## src/rtl/stream_reverse_buffer.sv

```systemverilog
// Collects an N-element frame serially, then replays it last-in-first-out; first output one cycle after the Nth input.
// Input and output phases never overlap; out_ready=0 freezes the output element indefinitely.
module stream_reverse_buffer #(
    parameter int N     = 5,
    parameter int WIDTH = 8
) (
    input  logic             clk,
    input  logic             rst,
    input  logic             in_valid,
    output logic             in_ready,
    input  logic [WIDTH-1:0] in_data,
    output logic             out_valid,
    input  logic             out_ready,
    output logic [WIDTH-1:0] out_data,
    output logic             out_last,
    output logic             frame_done
);

    localparam int CW = (N > 1) ? $clog2(N) : 1;
    localparam logic [CW-1:0] IDX_LAST = CW'(N - 1);
    localparam logic [CW-1:0] IDX_ONE  = CW'(1);

    typedef enum logic {
        FILL  = 1'b0,
        DRAIN = 1'b1
    } state_t;

    state_t          state_q,      state_d;
    logic [CW-1:0]   wr_idx_q,     wr_idx_d;
    logic [CW-1:0]   rd_idx_q,     rd_idx_d;
    logic            in_ready_q,   in_ready_d;
    logic            out_valid_q,  out_valid_d;
    logic            frame_done_q, frame_done_d;

    logic [WIDTH-1:0] mem_q [N];

    logic in_hs;
    logic out_hs;
    logic wr_en;

    // Handshakes use the registered ready/valid so each phase only reacts in its own state.
    assign in_hs  = in_valid  & in_ready_q;
    assign out_hs = out_valid_q & out_ready;

    always_comb begin
        state_d      = state_q;
        wr_idx_d     = wr_idx_q;
        rd_idx_d     = rd_idx_q;
        in_ready_d   = in_ready_q;
        out_valid_d  = out_valid_q;
        frame_done_d = 1'b0;
        wr_en        = 1'b0;

        case (state_q)
            FILL: begin
                if (in_hs) begin
                    wr_en = 1'b1;
                    if (wr_idx_q == IDX_LAST) begin
                        wr_idx_d    = '0;
                        rd_idx_d    = IDX_LAST;
                        state_d     = DRAIN;
                        in_ready_d  = 1'b0;
                        out_valid_d = 1'b1;
                    end else begin
                        wr_idx_d = wr_idx_q + IDX_ONE;
                    end
                end
            end
            DRAIN: begin
                if (out_hs) begin
                    if (rd_idx_q == '0) begin
                        state_d      = FILL;
                        in_ready_d   = 1'b1;
                        out_valid_d  = 1'b0;
                        frame_done_d = 1'b1;
                    end else begin
                        rd_idx_d = rd_idx_q - IDX_ONE;
                    end
                end
            end
            default: begin
                state_d     = FILL;
                wr_idx_d    = '0;
                rd_idx_d    = '0;
                in_ready_d  = 1'b1;
                out_valid_d = 1'b0;
            end
        endcase
    end

    always_ff @(posedge clk) begin
        if (rst) begin
            state_q      <= FILL;
            wr_idx_q     <= '0;
            rd_idx_q     <= '0;
            in_ready_q   <= 1'b1;
            out_valid_q  <= 1'b0;
            frame_done_q <= 1'b0;
        end else begin
            state_q      <= state_d;
            wr_idx_q     <= wr_idx_d;
            rd_idx_q     <= rd_idx_d;
            in_ready_q   <= in_ready_d;
            out_valid_q  <= out_valid_d;
            frame_done_q <= frame_done_d;
        end
    end

    // Storage is never cleared; the pointers alone decide what is ever read out.
    always_ff @(posedge clk) begin
        if (wr_en) begin
            mem_q[wr_idx_q] <= in_data;
        end
    end

    assign in_ready   = in_ready_q;
    assign out_valid  = out_valid_q;
    assign out_data   = out_valid_q ? mem_q[rd_idx_q] : '0;
    assign out_last   = out_valid_q & (rd_idx_q == '0);
    assign frame_done = frame_done_q;

endmodule
```

## config.mk

```make
export PLATFORM = sky130hd
export DESIGN_NAME = stream_reverse_buffer
export DESIGN_NICKNAME = d
export VERILOG_FILES = /design/src/rtl/stream_reverse_buffer.sv
export SDC_FILE = /design/constraint.sdc
export NUM_CORES = 1
export LEC_CHECK = 0
export ABC_AREA = 1
export BUFFER_PORTS_ARGS = -buffer_cell sky130_fd_sc_hd__buf_2
export CORE_MARGIN = 2
export CORE_UTILIZATION = 40
export CTS_CLUSTER_DIAMETER = 80
export CTS_CLUSTER_SIZE = 20
export DETAILED_ROUTE_END_ITERATION = 7
export PLACE_DENSITY = 0.65
export SKIP_LAST_GASP = 1
export SYNTH_ARGS = -nofsm -noshare
export SYNTH_HDL_FRONTEND = slang
export SYNTH_SLANG_ARGS = --single-unit
```

## constraint.sdc

```tcl
create_clock -name clk -period 2.05 [get_ports clk]
set_clock_uncertainty 0.2 [all_clocks]
set_input_delay 0.41 -clock clk [delete_from_list [all_inputs] [get_ports clk]]
set_output_delay 0.41 -clock clk [all_outputs]
set_load 0.03 [all_outputs]
```

Yosys cells after proc, flatten, opt, wreduce, memory -nomap -nowiden
Memories as Yosys holds them, arrays and structs flattened. A register that Yosys moved wholly into a read port is not among the register bits.
Cells that the tools add are included.
- eq/ne operators: 6
- $add $sub $neg: 2
- bitwise operators: 5
- mux-type cells: 29
- reductions and logical operators: 5
- operators by type and width (operator ; count):
    $mux 3 ; 7
    $mux 1 ; 17
    $mux 8 ; 1
    $reduce_and 4->1 ; 2
    $ne 2x2->1 const B ; 3
    $pmux 1 s2 ; 3
    $pmux 3 s2 ; 1
    $ne 2x1->1 const B ; 2
    $add 3x1->3 const B ; 1
    $and 1x1->1 ; 3
    $eq 3x3->1 const B ; 1
    $logic_not 3->1 ; 1
    $reduce_or 3->1 ; 1
    $sub 3x1->3 const B ; 1
    $not 1->1 ; 2
    $reduce_and 2->1 ; 1
- output and inout port bits: 12
- register bits: 10
- bits in writable memories: 40
- input bits: 12
- memories: 1
- memories (name ; depth ; bits a word ; rd ports ; clocked after Yosys merged registers in ; write ports ; RTL line ; text):
    mem_q ; 5 ; 8 ; 1 ; 1 ; 1 ; 35 ; logic [WIDTH-1:0] mem_q [N];

Longest topological paths before layout
Gate-level depths: netlist (run 1).
- word-level depth: 6
- gate-level depth with buffers: 9
- mapped depth without buffers: 9

Least setup slack after synthesis (run 1)
Ideal clock, no wire load.
- path type: register to register
- start: register in_ready_q, in the netlist in_ready
- end: memory mem_q[1][0] (enable)
- period minus slack after synthesis: 2.177 ns
- required time: 1.455 ns
- stages on the path, launching flop included: 3
- path buffers: 0
- library setup time: 0.395 ns
- arrival time: 1.582 ns
- path slack: -0.127 ns
- path through: dfxtp_1 > nand3_2 > nor4_1
- word-level cells in the longest chain between the ends: 5
- RTL lines (item ; RTL line ; text):
    start, declared ; 31 ; logic in_ready_q, in_ready_d;
    start signal, assigned ; 103 ; in_ready_q <= in_ready_d;
    $and 1x1->1 ; 42 ; assign in_hs = in_valid & in_ready_q;
    $mux 1 ; 56 ; if (in_hs) begin
    $mux 1 ; 54 ; case (state_q)
    $mux 1 ; 111 ; if (wr_en) begin
    $mux 1 (implied by the code) ; 112 ; mem_q[wr_idx_q] <= in_data;
    end, declared ; 35 ;
Every way passes these cells.

==> impl_metrics.env, run 1 <==
export IMPL_fin_crit_sh_pct=97.4
export IMPL_timing_hold_ws_ps=108
export IMPL_finalHoldViolCount=0
export IMPL_io_pins=24
export IMPL_timing_setup_critical_path_class="reg2out"
export IMPL_initial_utilization_pct=41.2
export IMPL_die_w_um=78.8
export IMPL_groute_usage_overall_pct=14.1
export IMPL_setup_violations_final=0
export IMPL_antenna_found_initial=0
export IMPL_timing_critical_path_required_ps=1440
export IMPL_clk_insertion_delay_late_ps=310
export IMPL_synth_cell_types=22
export IMPL_synth_area_mm2=0.00224
export IMPL_timing_critical_path_from_type="flip-flop"
export IMPL_cts_tree="built"
export IMPL_numPortBuffers=23
export IMPL_chipHeight_um=78.8
export IMPL_slowest_stage="sky130_fd_sc_hd__dfxtp_4"
export IMPL_largest_net_degree_at_the_start_of_global_routing=18
export IMPL_clock_fmax_ghz=0.501
export IMPL_max_slew_margin_rel_pct=86.0
export IMPL_worstMarginPinSlew_ps=210
export IMPL_layout_cells_most_common="sky130_fd_sc_hd__nor2_1"
export IMPL_critical_path_peak_fanout=6
export IMPL_clock_sinks=53
export IMPL_number_of_buffers_added_by_the_clock_tree_synthesis_step=5
export IMPL_final_period_minus_worst_setup_slack_ps=2000
export IMPL_path_buf_inv=3
export IMPL_cellPowerDensity_mw_per_mm2=714
export IMPL_largest_delay_contributor_family_on_the_critical_path="flip-flops"
export IMPL_finalWirelength_mm=4.00
export IMPL_vdd_ir_drop_worst_mv=0.310
export IMPL_vias_in_the_first_global_route=1437
export IMPL_hold_path_class="in2reg"
export IMPL_drt_iter0_markers=71
export IMPL_cts_buffer_depth=2
export IMPL_final_layout_size_suffix_gt1_share_pct=24.2
export IMPL_viasPerCell=4.59
export IMPL_setup_repair_after_global_routing_missed_its_margin="true"
export IMPL_run_status="completed"
export IMPL_syn_nets=244
export IMPL_rows=27
export IMPL_cts_hold_buf=0
export IMPL_design_die_area_mm2=0.00621
export IMPL_via_count=1547
export IMPL_wire_per_inst_um=11.9
export IMPL_antenna_cells=0
export IMPL_grt_overflow=0
export IMPL_grt_pass1_wl_mm=6.46
export IMPL_postRouteAntennaNets=0
export IMPL_yosysWarnings=0
export IMPL_yosys_top_cells_area="sky130_fd_sc_hd__edfxtp_1 54%, sky130_fd_sc_hd__dfxtp_1 12%, sky130_fd_sc_hd__nor2_1 11%"
export IMPL_postLayoutCoreUtil_pct=49.5
export IMPL_postSynthAreaPerCell_um2=9.82
export IMPL_drt_pass1_iterations=4
export IMPL_critical_path_max_stage_delay_ps=380
export IMPL_netlist_area_leader_share_pct=53.7
export IMPL_coreArea_mm2=0.00544
export IMPL_yosysSeqAreaShare_pct=65.3
export IMPL_ys_seq_elements=53
export IMPL_post_place_ws_ps=201
export IMPL_synth_largest_area_cell="sky130_fd_sc_hd__edfxtp_1"
export IMPL_clk_pin_slew_worst_paths_ps=100
export IMPL_gp_weighted_congestion=0.762
export IMPL_critical_path_endpoint_type="primary output"
export IMPL_clock_root_buffer="sky130_fd_sc_hd__clkbuf_8"
export IMPL_final_cell_mix="55 x sky130_fd_sc_hd__nor2_1, 40 x sky130_fd_sc_hd__edfxtp_1, 34 x sky130_fd_sc_hd__nand2_1, 15 x sky130_fd_sc_hd__inv_1, 15 x sky130_fd_sc_hd__buf_2"
export IMPL_netlist_instances=228
export IMPL_finish_net_count=280
export IMPL_area_added_between_synthesis_and_finish_pct=20.2
export IMPL_final_max_slew_viols=0
export IMPL_drc_errors=0
export IMPL_p_leak_nw=1.10
export IMPL_critPathMostFrequentCell="sky130_fd_sc_hd__nor2_1"
export IMPL_place_hpwl_mm=2.75
export IMPL_drv_cap=0
export IMPL_data_arrival_at_the_endpoint_of_the_critical_path_ps=1390
export IMPL_layout_setup_ws_ps=53.5
export IMPL_crit_path_cell_trace="buf_6, nor2_1, nor2_1, o21ai_0, nand3_1, nand2_1, inv_1, buf_4"
export IMPL_cts_htree_levels=2
[cell usage after synthesis (all sizes together)]
| master | count |
|---|---|
| a21oi | 4 |
| or2 | 1 |
| nor3 | 3 |
| nand2 | 35 |
| edfxtp | 40 |
| nor2 | 66 |
| dfxtp | 13 |
| nand3 | 15 |
| inv | 21 |
| nor4 | 1 |
| ha | 4 |
| clkbuf | 2 |
| buf | 3 |
| clkinv | 1 |
| o21ai | 19 |
[sequential cells by signal, summed over array words and instances, names as in the netlist, named ones only]
signal and flops:
mem_q 40, rd_idx_q 3, wr_idx_q 3, state_q 1, frame_done 1, in_ready 1
out_valid 1
[layer usage]
layer  global-route usage (%)  routed length, um  up-vias
li1                         -                  -      816
met3                     3.75                144        6
met1                     17.1               1850      700
met2                     23.1               1920       25
met4                     7.19                 82        0
met5                        0                  0        -
[kinds of logic after synthesis]
family	after synthesis	share of synthesized area, %
compound gates	23	5.14
buf+inv	27	5.14
fa+ha+maj	4	2.24
simple gates	121	22.2
flops	53	65.3
[per-stage QoR]
stage               std cells  power, mW  setup TNS [ps]  area, um^2
CTS                       337       1.93               0        2600
global route              337       2.00            -172        2690
detailed placement        328       1.35               0        2490
floorplan                 228       1.30               0        2240
global placement          328       1.35               0        2490
finish                    337       1.92               0        2690
[power breakdown]
group | internal [mW] | total, mW | leakage (nW) | switching, mW
Sequential | 1.19 | 1.20 | 0.472 | 0.0149
Clock | 0.243 | 0.587 | 0.0445 | 0.344
Combinational | 0.0507 | 0.131 | 0.587 | 0.0805
Total | 1.48 | 1.92 | 1.10 | 0.440
[final timing paths]
check | startpoint | endpoint | slack, ps | depth (start not counted)
max | flip-flop | out_data[0] | 50 | 8
min | rst | out_valid | 110 | 2
max reg2reg | wr_idx_q[0] | flip-flop | 410 | 9
min reg2reg | in_ready | in_ready | 320 | 2
[what timing repair did]
item / 4_1_cts / 5_1_grt
cloned: 0 / 0
endpoints found under the setup margin: 8 / 8
pin swaps: 0 / 13
resized for setup: 6 / 48
buffers inserted: 1 / 0
[cell type report]
type	count	area [um^2]
clock inverters	3	21.3
clock buffers	5	68.8
multi-input cells	148	708
fillers	478	2750
repair buffers	34	251
flip-flops and latches	53	1470
well taps	72	90.1
inverters	22	86.3
Note: power is estimated with default switching activity, not from simulation.
==> inputs of run 2 (changes only) <==
Settings changed: CELL_PAD_IN_SITES_DETAIL_PLACEMENT set to 0, CELL_PAD_IN_SITES_GLOBAL_PLACEMENT set to 2, CORE_UTILIZATION 40 to 33, PLACE_DENSITY 0.65 to 0.79.
==> run 2 against run 1 <==
Compared with the run above: clock-buffer cell count stayed put; global-route usage is 1.1 points lower; combinational power up 3%; setup slack got worse by 9.9 ps; maximum frequency decreased by 0.49%; non-clock buffer count is 1 lower; final area grew 0.23%; die area grew 20%; sequential power hardly changed; largest power group unchanged; highest routed layer unchanged.
==> impl_metrics.env, run 2 (synthesis results as in run 1) <==
export IMPL_design_die_area_mm2=0.00746
export IMPL_drt_iter0_markers=82
export IMPL_met3_usage_pct=3.24
export IMPL_finalHoldViolCount=0
export IMPL_setup_violations_final=0
export IMPL_critical_path_peak_fanout=8
export IMPL_coreArea_mm2=0.00668
export IMPL_fin_crit_sh_pct=97.9
export IMPL_wire_per_inst_um=13.0
export IMPL_gp_weighted_congestion=0.706
export IMPL_post_cts_setup_buffers=0
export IMPL_power_combinational_fraction_pct=7.0
export IMPL_cts_htree_levels=2
export IMPL_hold_path_class="in2reg"
export IMPL_worstMarginPinSlew_ps=231
export IMPL_finalWirelength_mm=4.46
export IMPL_numPortBuffers=23
export IMPL_cellPowerDensity_mw_per_mm2=719
export IMPL_setup_repair_after_global_routing_missed_its_margin="true"
export IMPL_layout_cells_most_common="sky130_fd_sc_hd__nor2_1"
export IMPL_p_leak_nw=1.10
export IMPL_max_flop_register="mem_q"
export IMPL_drt_pass1_iterations=4
export IMPL_clk_pin_slew_worst_paths_ps=100
export IMPL_timing_critical_path_from_type="flip-flop"
export IMPL_post_place_ws_ps=190
export IMPL_drc_errors=0
export IMPL_finish_net_count=279
export IMPL_grt_pass1_wl_mm=7.29
export IMPL_timing_setup_critical_path_class="reg2out"
export IMPL_number_of_buffers_added_by_the_clock_tree_synthesis_step=5
export IMPL_seq_power_share_pct=62.1
export IMPL_groute_usage_overall_pct=13.0
export IMPL_timing_critical_path_required_ps=1440
export IMPL_clock_sinks=53
export IMPL_biggestRegsByFlops="mem_q (40), rd_idx_q (3), wr_idx_q (3)"
export IMPL_antenna_found_initial=0
export IMPL_r2r_start="wr_idx_q[0]"
export IMPL_die_w_um=86.4
export IMPL_clkPwrFrac_pct=30.9
export IMPL_viasPerCell=4.58
export IMPL_max_slew_margin_rel_pct=84.6
export IMPL_postRouteAntennaNets=0
export IMPL_cts_buffer_depth=2
export IMPL_area_added_between_synthesis_and_finish_pct=20.5
export IMPL_timing_hold_ws_ps=119
export IMPL_critical_path_endpoint_type="primary output"
export IMPL_grt_busiest_layer="met2"
export IMPL_initial_utilization_pct=33.5
export IMPL_run_status="completed"
export IMPL_largest_register_ffs=40
export IMPL_layout_setup_ws_ps=43.6
export IMPL_io_pins=24
export IMPL_min_delay_startpoint="rst"
export IMPL_via_count=1575
export IMPL_final_cell_mix="57 x sky130_fd_sc_hd__nor2_1, 40 x sky130_fd_sc_hd__edfxtp_1, 34 x sky130_fd_sc_hd__nand2_1, 17 x sky130_fd_sc_hd__inv_1, 15 x sky130_fd_sc_hd__buf_2"
export IMPL_clk_insertion_delay_late_ps=310
export IMPL_data_arrival_at_the_endpoint_of_the_critical_path_ps=1400
export IMPL_cell_internal_pwr_mw=1.49
export IMPL_vdd_ir_drop_worst_mv=0.349
export IMPL_globalRouteMet2Util_pct=20.8
export IMPL_place_hpwl_mm=3.07
export IMPL_vias_in_the_first_global_route=1486
export IMPL_chipHeight_um=86.4
export IMPL_final_period_minus_worst_setup_slack_ps=2010
export IMPL_drv_cap=0
export IMPL_clock_fmax_ghz=0.498
export IMPL_grt_met1_usage_pct=17.2
export IMPL_grt_overflow=0
export IMPL_cts_tree="built"
export IMPL_clock_root_buffer="sky130_fd_sc_hd__clkbuf_8"
export IMPL_rows=30
export IMPL_p_sw_mw=0.450
export IMPL_antenna_cells=0
export IMPL_swShare_pct=23.2
export IMPL_largest_net_degree_at_the_start_of_global_routing=19
export IMPL_final_layout_size_suffix_gt1_share_pct=22.3
export IMPL_final_max_slew_viols=0
export IMPL_layout_filler_cells=670
==> run 2: cell types whose count changed in the layout (fill, tap and decap cells not counted) <==
cell,previous run,this run
sky130_fd_sc_hd__buf_4,10,9
sky130_fd_sc_hd__o21ai_1,9,11
sky130_fd_sc_hd__inv_4,1,2
sky130_fd_sc_hd__inv_1,15,17
sky130_fd_sc_hd__nor2_2,7,5
sky130_fd_sc_hd__inv_6,1,2
sky130_fd_sc_hd__nor2_1,55,57
sky130_fd_sc_hd__inv_2,5,3
sky130_fd_sc_hd__o21ai_0,10,8
sky130_fd_sc_hd__clkinv_2,2,0
sky130_fd_sc_hd__buf_8,0,1
sky130_fd_sc_hd__buf_6,9,8
==> run 2: path summary, 6_finish.rpt <==
check | cells past startpoint | endpoint | slack (ps)
worst max-delay path | 8 | out_data[6] | 40
worst min-delay path | 2 | out_valid | 120
worst max register to register | 9 | flip-flop | 390
worst min register to register | 2 | rd_idx_q[0] | 310
==> run 2: worst max-delay path, cell delays in order, from the launching register on <==
cell and delay (ps):
sky130_fd_sc_hd__dfxtp_4 380, sky130_fd_sc_hd__buf_6 140, sky130_fd_sc_hd__nor2_1 100, sky130_fd_sc_hd__nor2_1 40, sky130_fd_sc_hd__o21ai_1 70, sky130_fd_sc_hd__nand3_1 90
sky130_fd_sc_hd__nand2_1 90, sky130_fd_sc_hd__inv_2 40, sky130_fd_sc_hd__buf_6 120
==> run 2: per-layer routing <==
| metal | vias to the layer above | part of all wire [%] |
|---|---|---|
| met4 | 0 | 1.5 |
| met5 | - | 0 |
| li1 | 817 | - |
| met3 | 6 | 2.9 |
| met2 | 23 | 50 |
| met1 | 729 | 46 |
==> run 2: metrics by stage <==
stage | util (%) | cell area (um^2) | power [mW] | instances | TNS (ps)
after detailed placement | 37.5 | 2500 | 1.35 | 336 | 0
final | 40.4 | 2700 | 1.94 | 344 | 0
after global routing | 40.4 | 2700 | 2.04 | 344 | -457
after floorplan | - | 2240 | 1.30 | 228 | 0
after CTS | 39.0 | 2610 | 1.95 | 344 | -9.81
after global placement | 37.5 | 2500 | 1.35 | 336 | 0
==> run 2: power by group through the flow <==
stage	Combinational [mW]	Clock, mW	Sequential [mW]
global placement	0.128	0	1.23
CTS	0.129	0.623	1.20
global route	0.156	0.676	1.21
detailed placement	0.128	0	1.23
finish	0.135	0.600	1.20
floorplan	0.0739	0	1.22
==> run 2: area by class of cell <==
| cell class | count | area (um^2) | share of cell area, % |
|---|---|---|---|
| Inverter | 22 | 87.6 | 3.25 |
| Timing Repair Buffer | 33 | 248 | 9.18 |
| Tap cell | 80 | 100 | 3.71 |
| Multi-Input combinational cell | 148 | 703 | 26.1 |
| Clock buffer | 5 | 68.8 | 2.55 |
| Clock inverter | 3 | 25.0 | 0.928 |
| Sequential cell | 53 | 1470 | 54.3 |
==> run 2: what timing repair did <==
action,in CTS,in global routing
gates cloned,0,0
hold buffers,0,0
hold endpoints to repair,0,0
setup endpoints to repair,9,8
gates resized for setup,6,46
pin swaps,0,16
==> inputs of run 3 (changes only) <==
Settings changed: PLACE_DENSITY 0.79 to not set, PLACE_DENSITY_LB_ADDON set to 0.2.
==> run 3 against run 2 <==
Compared with the run above: non-clock buffer count up 3; flip-flop and latch count unchanged; clock-buffer cell count unchanged; setup slack better by 16 ps; routed wire length up 2.6%; sequential power about the same; total power down 1.7%; cell count up 0.87%; global-route usage up 0.87 points; critical endpoint is now out_data[5]; largest power group unchanged.
==> impl_metrics.env, run 3 (synthesis results as in run 1) <==
export IMPL_drt_pass1_iterations=4
export IMPL_final_layout_size_suffix_gt1_share_pct=22.8
export IMPL_run_status="completed"
export IMPL_cts_hold_buf=0
export IMPL_fin_crit_sh_pct=97.1
export IMPL_clock_root_buffer="sky130_fd_sc_hd__clkbuf_8"
export IMPL_cellPowerDensity_mw_per_mm2=703
export IMPL_top_layer_used="met4"
export IMPL_layout_cells_most_common="sky130_fd_sc_hd__nor2_1"
export IMPL_initial_utilization_pct=33.5
export IMPL_via_count=1552
export IMPL_hold_path_class="in2reg"
export IMPL_drt_iter0_markers=53
export IMPL_die_w_um=86.4
export IMPL_setup_violations_final=0
export IMPL_worstMarginPinSlew_ps=219
export IMPL_cts_tree="built"
export IMPL_slowest_stage="sky130_fd_sc_hd__dfxtp_4"
export IMPL_data_arrival_at_the_endpoint_of_the_critical_path_ps=1380
export IMPL_drc_errors=0
export IMPL_setup_tns_ps=0
export IMPL_grt_overflow=0
export IMPL_area_added_between_synthesis_and_finish_pct=21.1
export IMPL_clk_insertion_delay_late_ps=300
export IMPL_critical_path_peak_fanout=8
export IMPL_final_cell_mix="57 x sky130_fd_sc_hd__nor2_1, 40 x sky130_fd_sc_hd__edfxtp_1, 34 x sky130_fd_sc_hd__nand2_1, 17 x sky130_fd_sc_hd__inv_1, 15 x sky130_fd_sc_hd__buf_2"
export IMPL_timing_critical_path_required_ps=1440
export IMPL_antenna_cells=0
export IMPL_setup_repair_after_global_routing_missed_its_margin="true"
export IMPL_critical_path_endpoint_type="primary output"
export IMPL_largest_net_degree_at_the_start_of_global_routing=17
export IMPL_vias_in_the_first_global_route=1513
export IMPL_finalHoldViolCount=0
export IMPL_design_die_area_mm2=0.00746
export IMPL_numPortBuffers=23
export IMPL_met3RoutedLength_um=119
export IMPL_antenna_found_initial=0
export IMPL_cts_htree_levels=2
export IMPL_drv_cap=0
export IMPL_place_area_mm2=0.00254
export IMPL_viasPerCell=4.47
export IMPL_layout_filler_cells=687
export IMPL_wire_per_inst_um=13.2
export IMPL_gp_weighted_congestion=0.738
export IMPL_grt_pass1_wl_mm=7.73
export IMPL_chipHeight_um=86.4
export IMPL_drt_met1_wl_mm=2.21
export IMPL_critical_path_max_stage_delay_ps=380
export IMPL_vdd_ir_drop_worst_mv=0.275
export IMPL_crit_path_cell_trace="buf_8, nor2_1, nor2_1, o21ai_0, nand3_1, nand2_1, inv_2, buf_6"
export IMPL_postLayoutCoreUtil_pct=40.6
export IMPL_timing_hold_ws_ps=123
export IMPL_max_flop_register="mem_q"
export IMPL_groute_usage_overall_pct=13.9
export IMPL_cts_buffer_depth=2
export IMPL_wl_met2_mm=2.16
export IMPL_max_slew_margin_rel_pct=85.4
export IMPL_clk_pin_slew_worst_paths_ps=90
export IMPL_rows=30
export IMPL_place_hpwl_mm=3.13
export IMPL_timing_critical_path_from_type="flip-flop"
export IMPL_finalWirelength_mm=4.57
export IMPL_finish_net_count=282
export IMPL_largest_register_ffs=40
export IMPL_clock_sinks=53
export IMPL_number_of_buffers_added_by_the_clock_tree_synthesis_step=5
export IMPL_postRouteAntennaNets=0
export IMPL_final_period_minus_worst_setup_slack_ps=1990
export IMPL_critPathMostFrequentCell="sky130_fd_sc_hd__nor2_1"
export IMPL_postLayoutCellArea_mm2=0.00271
export IMPL_biggestRegsByFlops="mem_q (40), rd_idx_q (3), wr_idx_q (3)"
export IMPL_timing_setup_critical_path_class="reg2out"
export IMPL_p_leak_nw=1.13
export IMPL_clock_fmax_ghz=0.502
export IMPL_io_pins=24
export IMPL_final_max_slew_viols=0
export IMPL_coreArea_mm2=0.00668
run 3: cell types whose count changed in the layout (fill, tap and decap cells not counted), sizes merged:
cell / delta
buf: +3
inv: -2
clkinv: +3
clkinvlp: -1
run 3: cell type report:
| type | instances | area (um^2) | area share, % |
|---|---|---|---|
| sequential | 53 | 1470 | 54.0 |
| multi-input combinational | 148 | 693 | 25.6 |
| timing repair buffer | 36 | 283 | 10.4 |
| tap | 80 | 100 | 3.69 |
| inverter | 22 | 85.1 | 3.14 |
| clock buffer | 5 | 68.8 | 2.54 |
| clock inverter | 3 | 16.3 | 0.600 |
run 3: critical path, delay by kind of cell (launching register included):
kind                   cells  cell delay, ps
AO/OA/AOI/OAI              1              90
buffers and inverters      3             310
flip-flops                 1             380
AND/OR/NAND/NOR            4             310
run 3: metal layers:
metal  track usage, %  vias to the layer above
met5                0                        -
met2             22.2                       21
met3             2.95                        6
met1             18.7                      703
met4             5.11                        0
li1                 -                      822
run 3: repair_timing:
| item | 4_1_cts | 5_1_grt |
|---|---|---|
| hold endpoints to repair | 0 | 0 |
| pin swaps | 0 | 9 |
| setup buffers | 0 | 0 |
| resized for setup | 3 | 45 |
| setup endpoints to repair | 8 | 8 |
run 3: power breakdown:
group | switching [mW] | total, mW | internal, mW
Combinational | 0.0827 | 0.133 | 0.0502
Sequential | 0.0138 | 1.20 | 1.19
Clock | 0.334 | 0.571 | 0.237
run 3: final timing paths:
path | startpoint | endpoint | slack [ps] | cells past startpoint
max | flip-flop | out_data[5] | 60 | 8
min | rst | wr_idx_q[1] | 120 | 2
max reg2reg | wr_idx_q[0] | flip-flop | 370 | 9
min reg2reg | rd_idx_q[2] | flip-flop | 300 | 2
run 3: per-stage QoR:
| step | total power, mW | cells | setup WS, ps |
|---|---|---|---|
| after global placement | 1.36 | 339 | 324 |
| after global routing | 2.02 | 347 | -66.0 |
| after floorplan | 1.30 | 228 | 95.2 |
| after detailed placement | 1.36 | 339 | 299 |
| after CTS | 1.93 | 347 | -3.20 |
| final | 1.91 | 347 | 59.6 |
